==> config.mk <==
export PLATFORM = sky130hd
export DESIGN_NAME = mem_port_arbiter
export DESIGN_NICKNAME = d
export VERILOG_FILES = /design/src/rtl/mem_port_arb_pkg.sv /design/src/rtl/mem_port_arb_fair_ctr.sv /design/src/rtl/mem_port_arbiter.sv
export SDC_FILE = /design/constraint.sdc
export NUM_CORES = 1
export LEC_CHECK = 0
export BUFFER_PORTS_ARGS = -buffer_cell sky130_fd_sc_hd__buf_2
export CAP_MARGIN = 20
export CORE_MARGIN = 1.5
export CORE_UTILIZATION = 48
export CTS_BUF_LIST = sky130_fd_sc_hd__clkbuf_4
export CTS_CLUSTER_DIAMETER = 200
export DETAILED_ROUTE_END_ITERATION = 10
export MAX_ROUTING_LAYER = met4
export PLACE_DENSITY = 0.83
export SYNTH_ARGS = -nofsm -noshare
export SYNTH_HDL_FRONTEND = slang
export SYNTH_SLANG_ARGS = --single-unit
==> constraint.sdc <==
create_clock -name clk -period 5.7 [get_ports clk]
set_clock_uncertainty 0.1 [all_clocks]
set_input_delay 0.57 -clock clk [delete_from_list [all_inputs] [get_ports clk]]
set_output_delay 0.57 -clock clk [all_outputs]
set_load 0.02 [all_outputs]
==> src/rtl/mem_port_arb_pkg.sv <==
// Shared types and constants for the unified memory port arbiter.
package mem_port_arb_pkg;

    typedef enum logic [1:0] {IDLE, BUSY_IF, BUSY_D} state_e;
    typedef enum logic [1:0] {GNT_NONE, GNT_IF, GNT_D} gnt_e;

    localparam logic [3:0] FETCH_BE = 4'hF;

endpackage

==> src/rtl/mem_port_arb_fair_ctr.sv <==
// Saturating count of fetch deferrals; force_if asserts once fetch has lost MAX_DEFER times in a row.
module mem_port_arb_fair_ctr #(
    parameter int MAX_DEFER = 3
) (
    input  logic clk,
    input  logic rst,
    input  logic defer,
    input  logic clr,
    output logic force_if
);

    localparam int W = $clog2(MAX_DEFER + 1);
    localparam logic [W-1:0] MAX_V = W'(MAX_DEFER);

    logic [W-1:0] cnt_q, cnt_d;

    always_comb begin
        cnt_d = cnt_q;
        if (clr)
            cnt_d = '0;
        else if (defer && cnt_q != MAX_V)
            cnt_d = cnt_q + 1'b1;
    end

    always_ff @(posedge clk or posedge rst) begin
        if (rst) cnt_q <= '0;
        else     cnt_q <= cnt_d;
    end

    assign force_if = (cnt_q == MAX_V);

endmodule

==> src/rtl/mem_port_arbiter.sv <==
// Arbitrates the single memory port between fetch and data access; data has priority.
// Define MEM_PORT_ARB_FAIRNESS_EN to enable the fetch starvation guard.
module mem_port_arbiter
    import mem_port_arb_pkg::*;
#(
    parameter int MAX_DEFER = 3
) (
    input  logic        clk,
    input  logic        rst,
    input  logic        if_req,
    input  logic [31:0] if_addr,
    output logic [31:0] if_rdata,
    output logic        if_ready,
    input  logic        d_req,
    input  logic        d_we,
    input  logic [31:0] d_addr,
    input  logic [31:0] d_wdata,
    input  logic [3:0]  d_be,
    output logic [31:0] d_rdata,
    output logic        d_ready,
    output logic        mem_req,
    output logic        mem_we,
    output logic [31:0] mem_addr,
    output logic [31:0] mem_wdata,
    output logic [3:0]  mem_be,
    input  logic [31:0] mem_rdata,
    input  logic        mem_ack,
    output logic        stall_if,
    output logic        stall_mem
);

    state_e      state_q, state_d;
    gnt_e        gnt;
    logic        mem_req_q, mem_req_d;
    logic        mem_we_q, mem_we_d;
    logic [31:0] mem_addr_q, mem_addr_d;
    logic [31:0] mem_wdata_q, mem_wdata_d;
    logic [3:0]  mem_be_q, mem_be_d;
    logic [31:0] if_rdata_q, if_rdata_d;
    logic [31:0] d_rdata_q, d_rdata_d;
    logic        if_ready_q, if_ready_d;
    logic        d_ready_q, d_ready_d;
    logic        if_pend, d_pend, force_if;

    // A requester whose ready pulse is out this cycle is still holding req; don't reissue it.
    assign if_pend = if_req & ~if_ready_q;
    assign d_pend  = d_req & ~d_ready_q;

`ifdef MEM_PORT_ARB_FAIRNESS_EN
    mem_port_arb_fair_ctr #(.MAX_DEFER(MAX_DEFER)) u_fair_ctr (
        .clk      (clk),
        .rst      (rst),
        .defer    ((gnt == GNT_D) && if_pend),
        .clr      (gnt == GNT_IF),
        .force_if (force_if)
    );
`else
    localparam int unused_max_defer = MAX_DEFER;
    assign force_if = 1'b0;
`endif

    always_comb begin
        gnt = GNT_NONE;
        if (state_q == IDLE) begin
            if (d_pend && !(if_pend && force_if)) gnt = GNT_D;
            else if (if_pend)                     gnt = GNT_IF;
        end
    end

    always_comb begin
        state_d     = state_q;
        mem_req_d   = mem_req_q;
        mem_we_d    = mem_we_q;
        mem_addr_d  = mem_addr_q;
        mem_wdata_d = mem_wdata_q;
        mem_be_d    = mem_be_q;
        if_rdata_d  = if_rdata_q;
        d_rdata_d   = d_rdata_q;
        if_ready_d  = 1'b0;
        d_ready_d   = 1'b0;
        case (state_q)
            IDLE: begin
                if (gnt == GNT_D) begin
                    state_d     = BUSY_D;
                    mem_req_d   = 1'b1;
                    mem_we_d    = d_we;
                    mem_addr_d  = d_addr;
                    mem_wdata_d = d_wdata;
                    mem_be_d    = d_be;
                end else if (gnt == GNT_IF) begin
                    state_d     = BUSY_IF;
                    mem_req_d   = 1'b1;
                    mem_we_d    = 1'b0;
                    mem_addr_d  = if_addr;
                    mem_wdata_d = '0;
                    mem_be_d    = FETCH_BE;
                end
            end
            BUSY_IF: begin
                if (mem_ack) begin
                    state_d    = IDLE;
                    mem_req_d  = 1'b0;
                    mem_we_d   = 1'b0;
                    if_rdata_d = mem_rdata;
                    if_ready_d = 1'b1;
                end
            end
            BUSY_D: begin
                if (mem_ack) begin
                    state_d   = IDLE;
                    mem_req_d = 1'b0;
                    mem_we_d  = 1'b0;
                    if (!mem_we_q) d_rdata_d = mem_rdata;
                    d_ready_d = 1'b1;
                end
            end
            default: state_d = IDLE;
        endcase
    end

    always_ff @(posedge clk or posedge rst) begin
        if (rst) begin
            state_q     <= IDLE;
            mem_req_q   <= 1'b0;
            mem_we_q    <= 1'b0;
            mem_addr_q  <= '0;
            mem_wdata_q <= '0;
            mem_be_q    <= '0;
            if_rdata_q  <= '0;
            d_rdata_q   <= '0;
            if_ready_q  <= 1'b0;
            d_ready_q   <= 1'b0;
        end else begin
            state_q     <= state_d;
            mem_req_q   <= mem_req_d;
            mem_we_q    <= mem_we_d;
            mem_addr_q  <= mem_addr_d;
            mem_wdata_q <= mem_wdata_d;
            mem_be_q    <= mem_be_d;
            if_rdata_q  <= if_rdata_d;
            d_rdata_q   <= d_rdata_d;
            if_ready_q  <= if_ready_d;
            d_ready_q   <= d_ready_d;
        end
    end

    assign mem_req   = mem_req_q;
    assign mem_we    = mem_we_q;
    assign mem_addr  = mem_addr_q;
    assign mem_wdata = mem_wdata_q;
    assign mem_be    = mem_be_q;
    assign if_rdata  = if_rdata_q;
    assign d_rdata   = d_rdata_q;
    assign if_ready  = if_ready_q;
    assign d_ready   = d_ready_q;
    assign stall_if  = if_req & ~if_ready_q;
    assign stall_mem = d_req & ~d_ready_q;

endmodule

* Word level (Yosys, flattened, before mapping)
Cells that the tools add are included.
Cells by class: order comparisons 0, div/mod/pow operators 0, reductions and logical operators 9, shifts and indexed selects 0, bitwise logic cells 5, muxes and demuxes 23, $add $sub $neg 0, multiply operators 0, equality and inequality tests 6
Operators by type and width (number):
- $mux W32 | 4
- $mux W2 | 5
- $mux W1 | 9
- $mux W4 | 2
- $reduce_and A2 Y1 | 3
- $reduce_and A3 Y1 | 2
- $eq A2 B1 Y1 const B | 2
- $eq A2 B2 Y1 const B | 2
- $pmux W1 S2 | 2
- $pmux W2 S2 | 1
- $reduce_bool A2 Y1 | 2
- $ne A3 B1 Y1 const B | 1
- $not A1 Y1 | 3
- $and A1 B1 Y1 | 2
- $logic_not A2 Y1 | 1
- $ne A2 B1 Y1 const B | 1
- $reduce_or A2 Y1 | 1
Storage, ports and cells: bits in read-only memories 0, memories 0, output and inout bits 138, bits in latches 0, memory bits (writable) 0, bits in registers 138, input bits 138

* Depth between registers and ports, before layout
Gate-level depths: netlist of the first run.
depth in word-level cells 9, depth in mapped cells 11

* Least setup slack after synthesis of the first run
OpenSTA, ideal clock, no wires.
path kind input to register, start input port if_req, end register mem_we_q, in the netlist mem_we, arrival 2.117 ns, slack 3.358 ns, stages on the path 7, path buffers 1, setup time 0.125 ns, cells stage by stage nor2b_1 nand3_1 ha_1 buf_2 nand2b_1 o211a_1 mux2_4
Between the ends: cells in the longest elaborated chain, start to end 7
RTL lines:
- start: declaration | line mem_port_arbiter.sv:10 | input logic if_req,
- $and A1 B1 Y1 (*) | line mem_port_arbiter.sv:46 | assign if_pend = if_req & ~if_ready_q;
- $mux W1 (*) | line mem_port_arbiter.sv:66 | else if (if_pend) gnt = GNT_IF;
- $mux W2 (*) | line mem_port_arbiter.sv:65 | if (d_pend && !(if_pend && force_if)) gnt = GNT_D;
- $mux W2 (*) | line mem_port_arbiter.sv:64 | if (state_q == IDLE) begin
- $eq A2 B2 Y1 / $eq A2 B1 Y1 (equally long branches) | line mem_port_arbiter.sv:83, mem_port_arbiter.sv:90
- $ne A3 B1 Y1 (no source line) / $mux W1 (equally long branches)
- $reduce_and A3 Y1 (no source line) / $pmux W1 S2 (equally long branches)
- end signal: assignment | line mem_port_arbiter.sv:136 | mem_we_q <= mem_we_d;
- end: declaration | line mem_port_arbiter.sv:35 | logic mem_we_q, mem_we_d;
Mark *: on every way between the ends. The rest lies on a longest branch, timed or not. A chain may end at the register's enable or synchronous reset.

* Final worst setup path of the first run
start register state_q[1], end register mem_wdata_q[9], in the netlist mem_wdata[9]
Between the ends: cells in the longest elaborated chain, start to end 5
RTL lines:
- start: declaration | line mem_port_arbiter.sv:32 | state_e state_q, state_d;
- start signal: assignment | line mem_port_arbiter.sv:134 | state_q <= state_d;
- $logic_not A2 Y1 (*) | line mem_port_arbiter.sv:64, mem_port_arbiter.sv:81
- $mux W2 | line mem_port_arbiter.sv:64
- $eq A2 B2 Y1 / $eq A2 B1 Y1 (equally long branches) | line mem_port_arbiter.sv:83, mem_port_arbiter.sv:90
- $reduce_bool A2 Y1 (no source line)
- $reduce_and A2 Y1 (no source line)
- end signal: assignment | line mem_port_arbiter.sv:138 | mem_wdata_q <= mem_wdata_d;
- end: declaration | line mem_port_arbiter.sv:37 | logic [31:0] mem_wdata_q, mem_wdata_d;
Marked as above.

==> impl_metrics.tcl, run 1 <==
set metrics [dict create \
    outcome "finished, violations left" \
    violations "DRC" \
    antenna_found_initial 1 \
    ir_drop_uv 288 \
    worst-path-buf-inv 2 \
    htree_levels 4 \
    gp_congestion 0.803 \
    relSlewSlack 0.390 \
    grt_pass1_vias 4648 \
    crit_chain "inv_1 > ha_1 > nand3_1 > ha_4 > nand2b_4 > buf_4 > o21ai_0" \
    portBuffers 275 \
    hold_depth 3 \
    ctsResizeCount 0 \
    clk_pin_slew_worst_paths_ps 120 \
    total_power_mw 4.80 \
    numCtsBuffers 17 \
    r2r_cells 7 \
    syn2layout_area_growth_pct 31.3 \
    drtAntennaViolNets 0 \
    r2r-end "mem_wdata[9]" \
    setup-tns-final_ps 0 \
    synth.distinct_cells 22 \
    design_area_um2 7540 \
    place_ws_ps 2830 \
    hpwl_um 10400 \
    wl_per_cell_um 15.5 \
    period_share 0.505 \
    crit_path_end_kind "flip-flop" \
    maxCapViolCount 0 \
    tightest_slew_ps 915 \
    startpoint_type "flip-flop" \
    core_area_um2 11600 \
    grtUsageTotal 0.236 \
    num_vias 4486 \
    multi_input_area_um2 2120 \
    finalNetCount 884 \
    grt_max_degree 87 \
    critPathMaxFanout 86 \
    cts_tree "built" \
    regArea_um2 3450 \
    start_util 0.497 \
    cellPowerDensity_nw_per_um2 637 \
    synth-seq-area-share 0.601 \
    layout-drive-gt1-share 0.499 \
    hold_start "d_wdata[16]" \
    cts_num_sinks 138 \
    syn-instance-count 471 \
    setup_ws_ps 2820 \
    cpPeakStageDelay_ps 640 \
    cts_root_buf "clkbuf_4" \
    min_to "mem_wdata[16]" \
    fillers 900 \
    path_depth 7 \
    grt_pass1_wl_um 22600 \
    post-route-min-period_ps 2880 \
    dpl-instance-area_um2 7200 \
    die_y_um 112 \
    crit_type "flip-flop to flip-flop" \
    first_iter_violations 297 \
    rsz0062_at_grt "false" \
    num_rows 39 \
    holdCritPathClass "primary input to flip-flop" \
    cp_slowest_cell "buf_4" \
    crit_arrival_ps 3160 \
    vias_per_cell 5.00 \
    setup_viol 0 \
    routed_wl_um 13900 \
    hold_viol 0 \
    drc 20 \
    leakage_nw 4.05 \
    hold_slack_ps 175 \
    synth_nets 615 \
    drv_slew 0 \
    cp.required_ps 5980 \
    fmax_mhz 348 \
    cts_buffer_depth 2 \
    insertion_delay_ps 530 \
    io_pins 276 \
    cts_setup_buffers 0 \
    die_w_um 112 \
    syn_avg_cell_area_um2 12.2 \
    ys_ff_latch 138 \
    drt-pass1-iter-count 9 \
    reg2reg_from "state_q[1]" \
    die_area_um2 12600 \
    yosys_warnings 0 \
    synth_area_um2 5740 \
    grt-ovfl-total 0 \
    r2r_slack_ps 2820 \
    critPathTopFamily "buffers and inverters" \
    ctsHoldBuffers 1 \
]
[where the power goes]
| group | switching, mW | internal (mW) |
|---|---|---|
| Clock | 0.341 | 0.385 |
| Combinational | 1.44 | 0.915 |
| Sequential | 0.253 | 1.47 |
| Total | 2.04 | 2.77 |
[area by class of cell]
type	instances	area share
Sequential cell	138	0.458
Multi-Input combinational cell	293	0.281
Timing Repair Buffer	280	0.188
Clock inverter	15	0.0272
Tap cell	143	0.0237
Clock buffer	17	0.0169
Inverter	10	0.00564
Antenna cell	1	0.000332
[cell usage in the layout (no fill, tap or decap), drive strengths merged]
cell	count
a21oi	2
a2bb2oi	1
and2	1
buf	279
bufinv	5
clkbuf	17
clkinv	9
clkinvlp	1
dfrtp	138
diode	1
dlygate4sd3	1
ha	6
inv	10
mux2	65
mux2i	33
nand2	103
nand2b	5
nand3	1
nor2	1
nor2b	5
o211a	1
o21ai	68
o22ai	1
[flip-flops by register name, indices dropped and copies added, names as in the netlist]
signal / flops
if_ready: 1
state_q: 2
mem_addr: 32
mem_wdata: 32
if_rdata: 32
mem_req: 1
mem_be: 4
d_rdata: 32
mem_we: 1
d_ready: 1
[kinds of logic (layout without fill, tap and decap cells)]
family	after synthesis	count (layout)	synth area share
AO/OA/AOI/OAI	73	73	0.0653
other	0	1	0
multiplexers	98	98	0.205
buffers and inverters	40	322	0.0344
AND/OR/NAND/NOR	116	116	0.0808
adder cells (fa/ha/maj)	6	6	0.0131
flip-flops	138	138	0.601
[stage by stage]
step,instances,util
after global routing,897,0.652
final,897,0.652
after CTS,896,0.652
after detailed placement,863,0.622
after global placement,863,0.622
after floorplan,471,-
[per-layer routing]
metal	share of wire	global-route usage	wire length, µm	vias up
li1	-	-	-	2125
met1	0.38	0.266	5320	2134
met2	0.53	0.404	7330	202
met3	0.073	0.0659	1020	25
met4	0.020	0.0852	274	0
met5	0	-	0	-
[cells in the mapped netlist]
library cell	n	area share
nand2b_1	5	0.0054
mux2_4	31	0.081
inv_1	10	0.0065
mux2i_1	33	0.058
nand3_1	1	0.00087
nor2b_1	5	0.0054
ha_1	6	0.013
o211a_1	1	0.0017
clkbuf_1	11	0.0072
and2_1	1	0.0011
o21ai_0	63	0.055
a21oi_1	2	0.0017
buf_6	4	0.0078
a2bb2oi_1	1	0.0015
buf_1	1	0.00065
dfrtp_1	138	0.60
nor2_1	1	0.00065
mux2_2	34	0.067
o22ai_1	1	0.0011
nand2_1	103	0.067
buf_2	14	0.012
o21ai_1	5	0.0044
[how the worst max path moves through the flow]
stage	startpoint	end
after floorplan	rst	d_rdata[0]
after global placement	if_req	mem_wdata[11]
after detailed placement	if_req	mem_addr[21]
after CTS	state_q[1]	mem_wdata[7]
after global routing	state_q[1]	mem_wdata[1]
final	state_q[1]	mem_wdata[9]
[worst register-to-register path, stage by stage, from the launching register on]
cell      delay (ps)
dfrtp_1          420
inv_1            130
ha_1             300
nand3_1          190
ha_4             300
nand2b_4         390
buf_4            650
o21ai_0          230
Note: power is estimated with default switching activity, not from simulation.
==> inputs of run 2 (changes only) <==
--- a/config.mk
+++ b/config.mk
@@ -5,15 +5,16 @@
 export SDC_FILE = /design/constraint.sdc
 export NUM_CORES = 1
 export LEC_CHECK = 0
+export ABC_AREA = 1
 export BUFFER_PORTS_ARGS = -buffer_cell sky130_fd_sc_hd__buf_2
 export CAP_MARGIN = 20
 export CORE_MARGIN = 1.5
-export CORE_UTILIZATION = 48
+export CORE_UTILIZATION = 44
 export CTS_BUF_LIST = sky130_fd_sc_hd__clkbuf_4
 export CTS_CLUSTER_DIAMETER = 200
 export DETAILED_ROUTE_END_ITERATION = 10
 export MAX_ROUTING_LAYER = met4
-export PLACE_DENSITY = 0.83
+export PLACE_DENSITY = 0.79
 export SYNTH_ARGS = -nofsm -noshare
 export SYNTH_HDL_FRONTEND = slang
 export SYNTH_SLANG_ARGS = --single-unit
==> constraint.sdc (replaced) <==
create_clock -name clk -period 2.58 [get_ports clk]
set_clock_uncertainty 0.1 [all_clocks]
set_input_delay 0.258 -clock clk [delete_from_list [all_inputs] [get_ports clk]]
set_output_delay 0.258 -clock clk [all_outputs]
set_load 0.02 [all_outputs]
==> run 2 against run 1 <==
The run now ends clean. Wire length grew 37%. Global-route usage grew 4.9 points. Sequential share of layout area shrank 7.1 points. Worst hold slack gained 130 ps. First-iteration DRC count grew 74%. Highest routed layer unchanged. Flip-flop and latch count is the same. Non-clock buffer count grew 138. Largest cell class unchanged. Register-to-register slack lost 2600 ps. Critical path depth grew 1.
==> impl_metrics.tcl, run 2 <==
set metrics [dict create \
    outcome "finished, final reports clean" \
    synth_nets 764 \
    core_area_um2 13100 \
    setup_ws_ps 217 \
    start_util 0.449 \
    routed_wl_um 19100 \
    synth_area_um2 5890 \
    insertion_delay_ps 520 \
    maxCapViolCount 0 \
    synthFlopType "dfrtp_1" \
    holdCritPathClass "primary input to async pin" \
    synth.area.top_cells "dfrtp_1, nand2_1, o21ai_2, o21ai_0, inv_1" \
    crit_arrival_ps 2700 \
    cts_root_buf "clkbuf_4" \
    grt_max_degree 139 \
    cellPowerDensity_nw_per_um2 1110 \
    antenna_found_initial 1 \
    tightest_slew_ps 808 \
    first_iter_violations 516 \
    place_ws_ps 355 \
    setup-tns-final_ps 0 \
    wl_per_cell_um 15.8 \
    finalNetCount 1167 \
    grt-ovfl-total 0 \
    fmax_mhz 423 \
    yosysTopAreaCell "dfrtp_1" \
    syn-instance-count 620 \
    leakage_nw 4.90 \
    grtUsageTotal 0.285 \
    ctsHoldBuffers 135 \
    cts_tree "built" \
    seq_power_share 0.372 \
    portBuffers 275 \
    cpPeakStageDelay_ps 420 \
    final_common_cell "buf_2" \
    syn2layout_area_growth_pct 51.7 \
    synth.distinct_cells 22 \
    post-synth-top-count-cell "nand2_1" \
    rsz0062_at_grt "false" \
    critPathMaxFanout 28 \
    power_switching_mw 4.55 \
    synth_common_cells "nand2_1, dfrtp_1, o21ai_2" \
    drc 0 \
    cts_num_sinks 138 \
    drtAntennaViolNets 0 \
    hpwl_um 10300 \
    internal_power_mw 5.38 \
    hold_viol 0 \
    vias_per_cell 4.94 \
    numCtsBuffers 17 \
    ctsResizeCount 0 \
    startpoint_type "flip-flop" \
    die_w_um 119 \
    grt_pass1_vias 6262 \
    post-route-min-period_ps 2360 \
    num_rows 42 \
    setup_viol 0 \
    synth-seq-area-share 0.586 \
    fin_util 0.680 \
    drv_slew 0 \
    crit_type "flip-flop to flip-flop" \
    grt_pass1_wl_um 30600 \
    cts_buffer_depth 2 \
    layout_common_cells "buf_2, nand2_1, dfrtp_1" \
    ys_ff_latch 138 \
    die_area_um2 14100 \
    cts_setup_buffers 0 \
    htree_levels 4 \
    drt-pass1-iter-count 5 \
    ir_drop_uv 727 \
    layout-drive-gt1-share 0.366 \
    synthArstFlopShare 1.00 \
    swShare 0.458 \
    synth-edff-count 0 \
    io_pins 276 \
    period_share 0.916 \
    pwr-share-comb 0.490 \
    crit_path_end_kind "flip-flop" \
    crit_chain "inv_1 > ha_1 > inv_2 > nor2_1 > ha_1 > buf_4 > o21ai_0 > o21ai_0" \
    relSlewSlack 0.462 \
    fillers 936 \
    yosysTopAreaCellShare 0.586 \
    r2r_slack_ps 220 \
    die_y_um 119 \
    yosys_warnings 0 \
    hold_slack_ps 307 \
    syn_avg_cell_area_um2 9.51 \
    gp_congestion 0.789 \
    pwr-share-clk 0.138 \
    clk_pin_slew_worst_paths_ps 120 \
    num_vias 5990 \
    cp_slowest_cell "dfrtp_1" \
    cp.required_ps 2910 \
]
[run 2: metal layers]
metal | vias up | track usage | share of wire
met5 | - | - | 0
li1 | 2749 | - | -
met1 | 2780 | 0.313 | 0.38
met2 | 371 | 0.470 | 0.50
met3 | 90 | 0.0801 | 0.078
met4 | 0 | 0.159 | 0.041
[run 2: cell type report]
type | count | area, µm² | area share
antenna | 1 | 2.50 | 0.000280
clock buffer | 19 | 143 | 0.0160
clock inverter | 12 | 126 | 0.0141
inverter | 51 | 200 | 0.0224
multi-input combinational | 397 | 1950 | 0.219
sequential | 138 | 3450 | 0.386
tap | 176 | 220 | 0.0246
timing repair buffer | 418 | 2840 | 0.318
[run 2: worst max-delay path, delay by kind of cell (launching register included)]
family                     cells  cell delay, ps
AOI/OAI and AO/OA              2             410
buffers and inverters          3             580
DFF                            1             420
and+or+nand+nor                1             150
adders and majority gates      2             620
[run 2: logic make-up (layout without fill, tap and decap cells)]
family / Yosys count / after routing / synth area share
buffers and inverters: 85 / 500 / 0.0828
flip-flops: 138 / 138 / 0.586
AO/OA/AOI/OAI: 129 / 129 / 0.148
adder cells (fa/ha/maj): 6 / 6 / 0.0127
AND/OR/NAND/NOR: 262 / 262 / 0.171
other: 0 / 1 / 0
[run 2: path summary, 6_finish.rpt]
path | from | endpoint | depth (start not counted)
max | state_q[0] | mem_addr[29] | 8
min | rst | mem_wdata[30] | 4
max reg2reg | state_q[0] | mem_addr[29] | 8
min reg2reg | mem_req | mem_req | 2
max in group asynchronous | rst | mem_be[3] | 4
min in group clk | d_wdata[20] | mem_wdata[20] | 4
[run 2: power groups by stage]
stage	clock network, mW	registers (mW)	logic (mW)
global route	1.52	3.79	5.25
detailed placement	0	3.66	4.60
CTS	1.41	3.63	4.75
floorplan	0	4.84	2.00
finish	1.37	3.69	4.86
global placement	0	3.63	4.51
[run 2: per-stage QoR]
step           cells  instance area [µm²]  total power [mW]
2_1_floorplan    620                 5900              6.85
5_1_grt         1212                 8940              10.6
4_1_cts         1211                 8930              9.79
3_5_place_dp    1045                 7310              8.25
3_3_place_gp    1045                 7310              8.14
6_report        1212                 8940              9.92
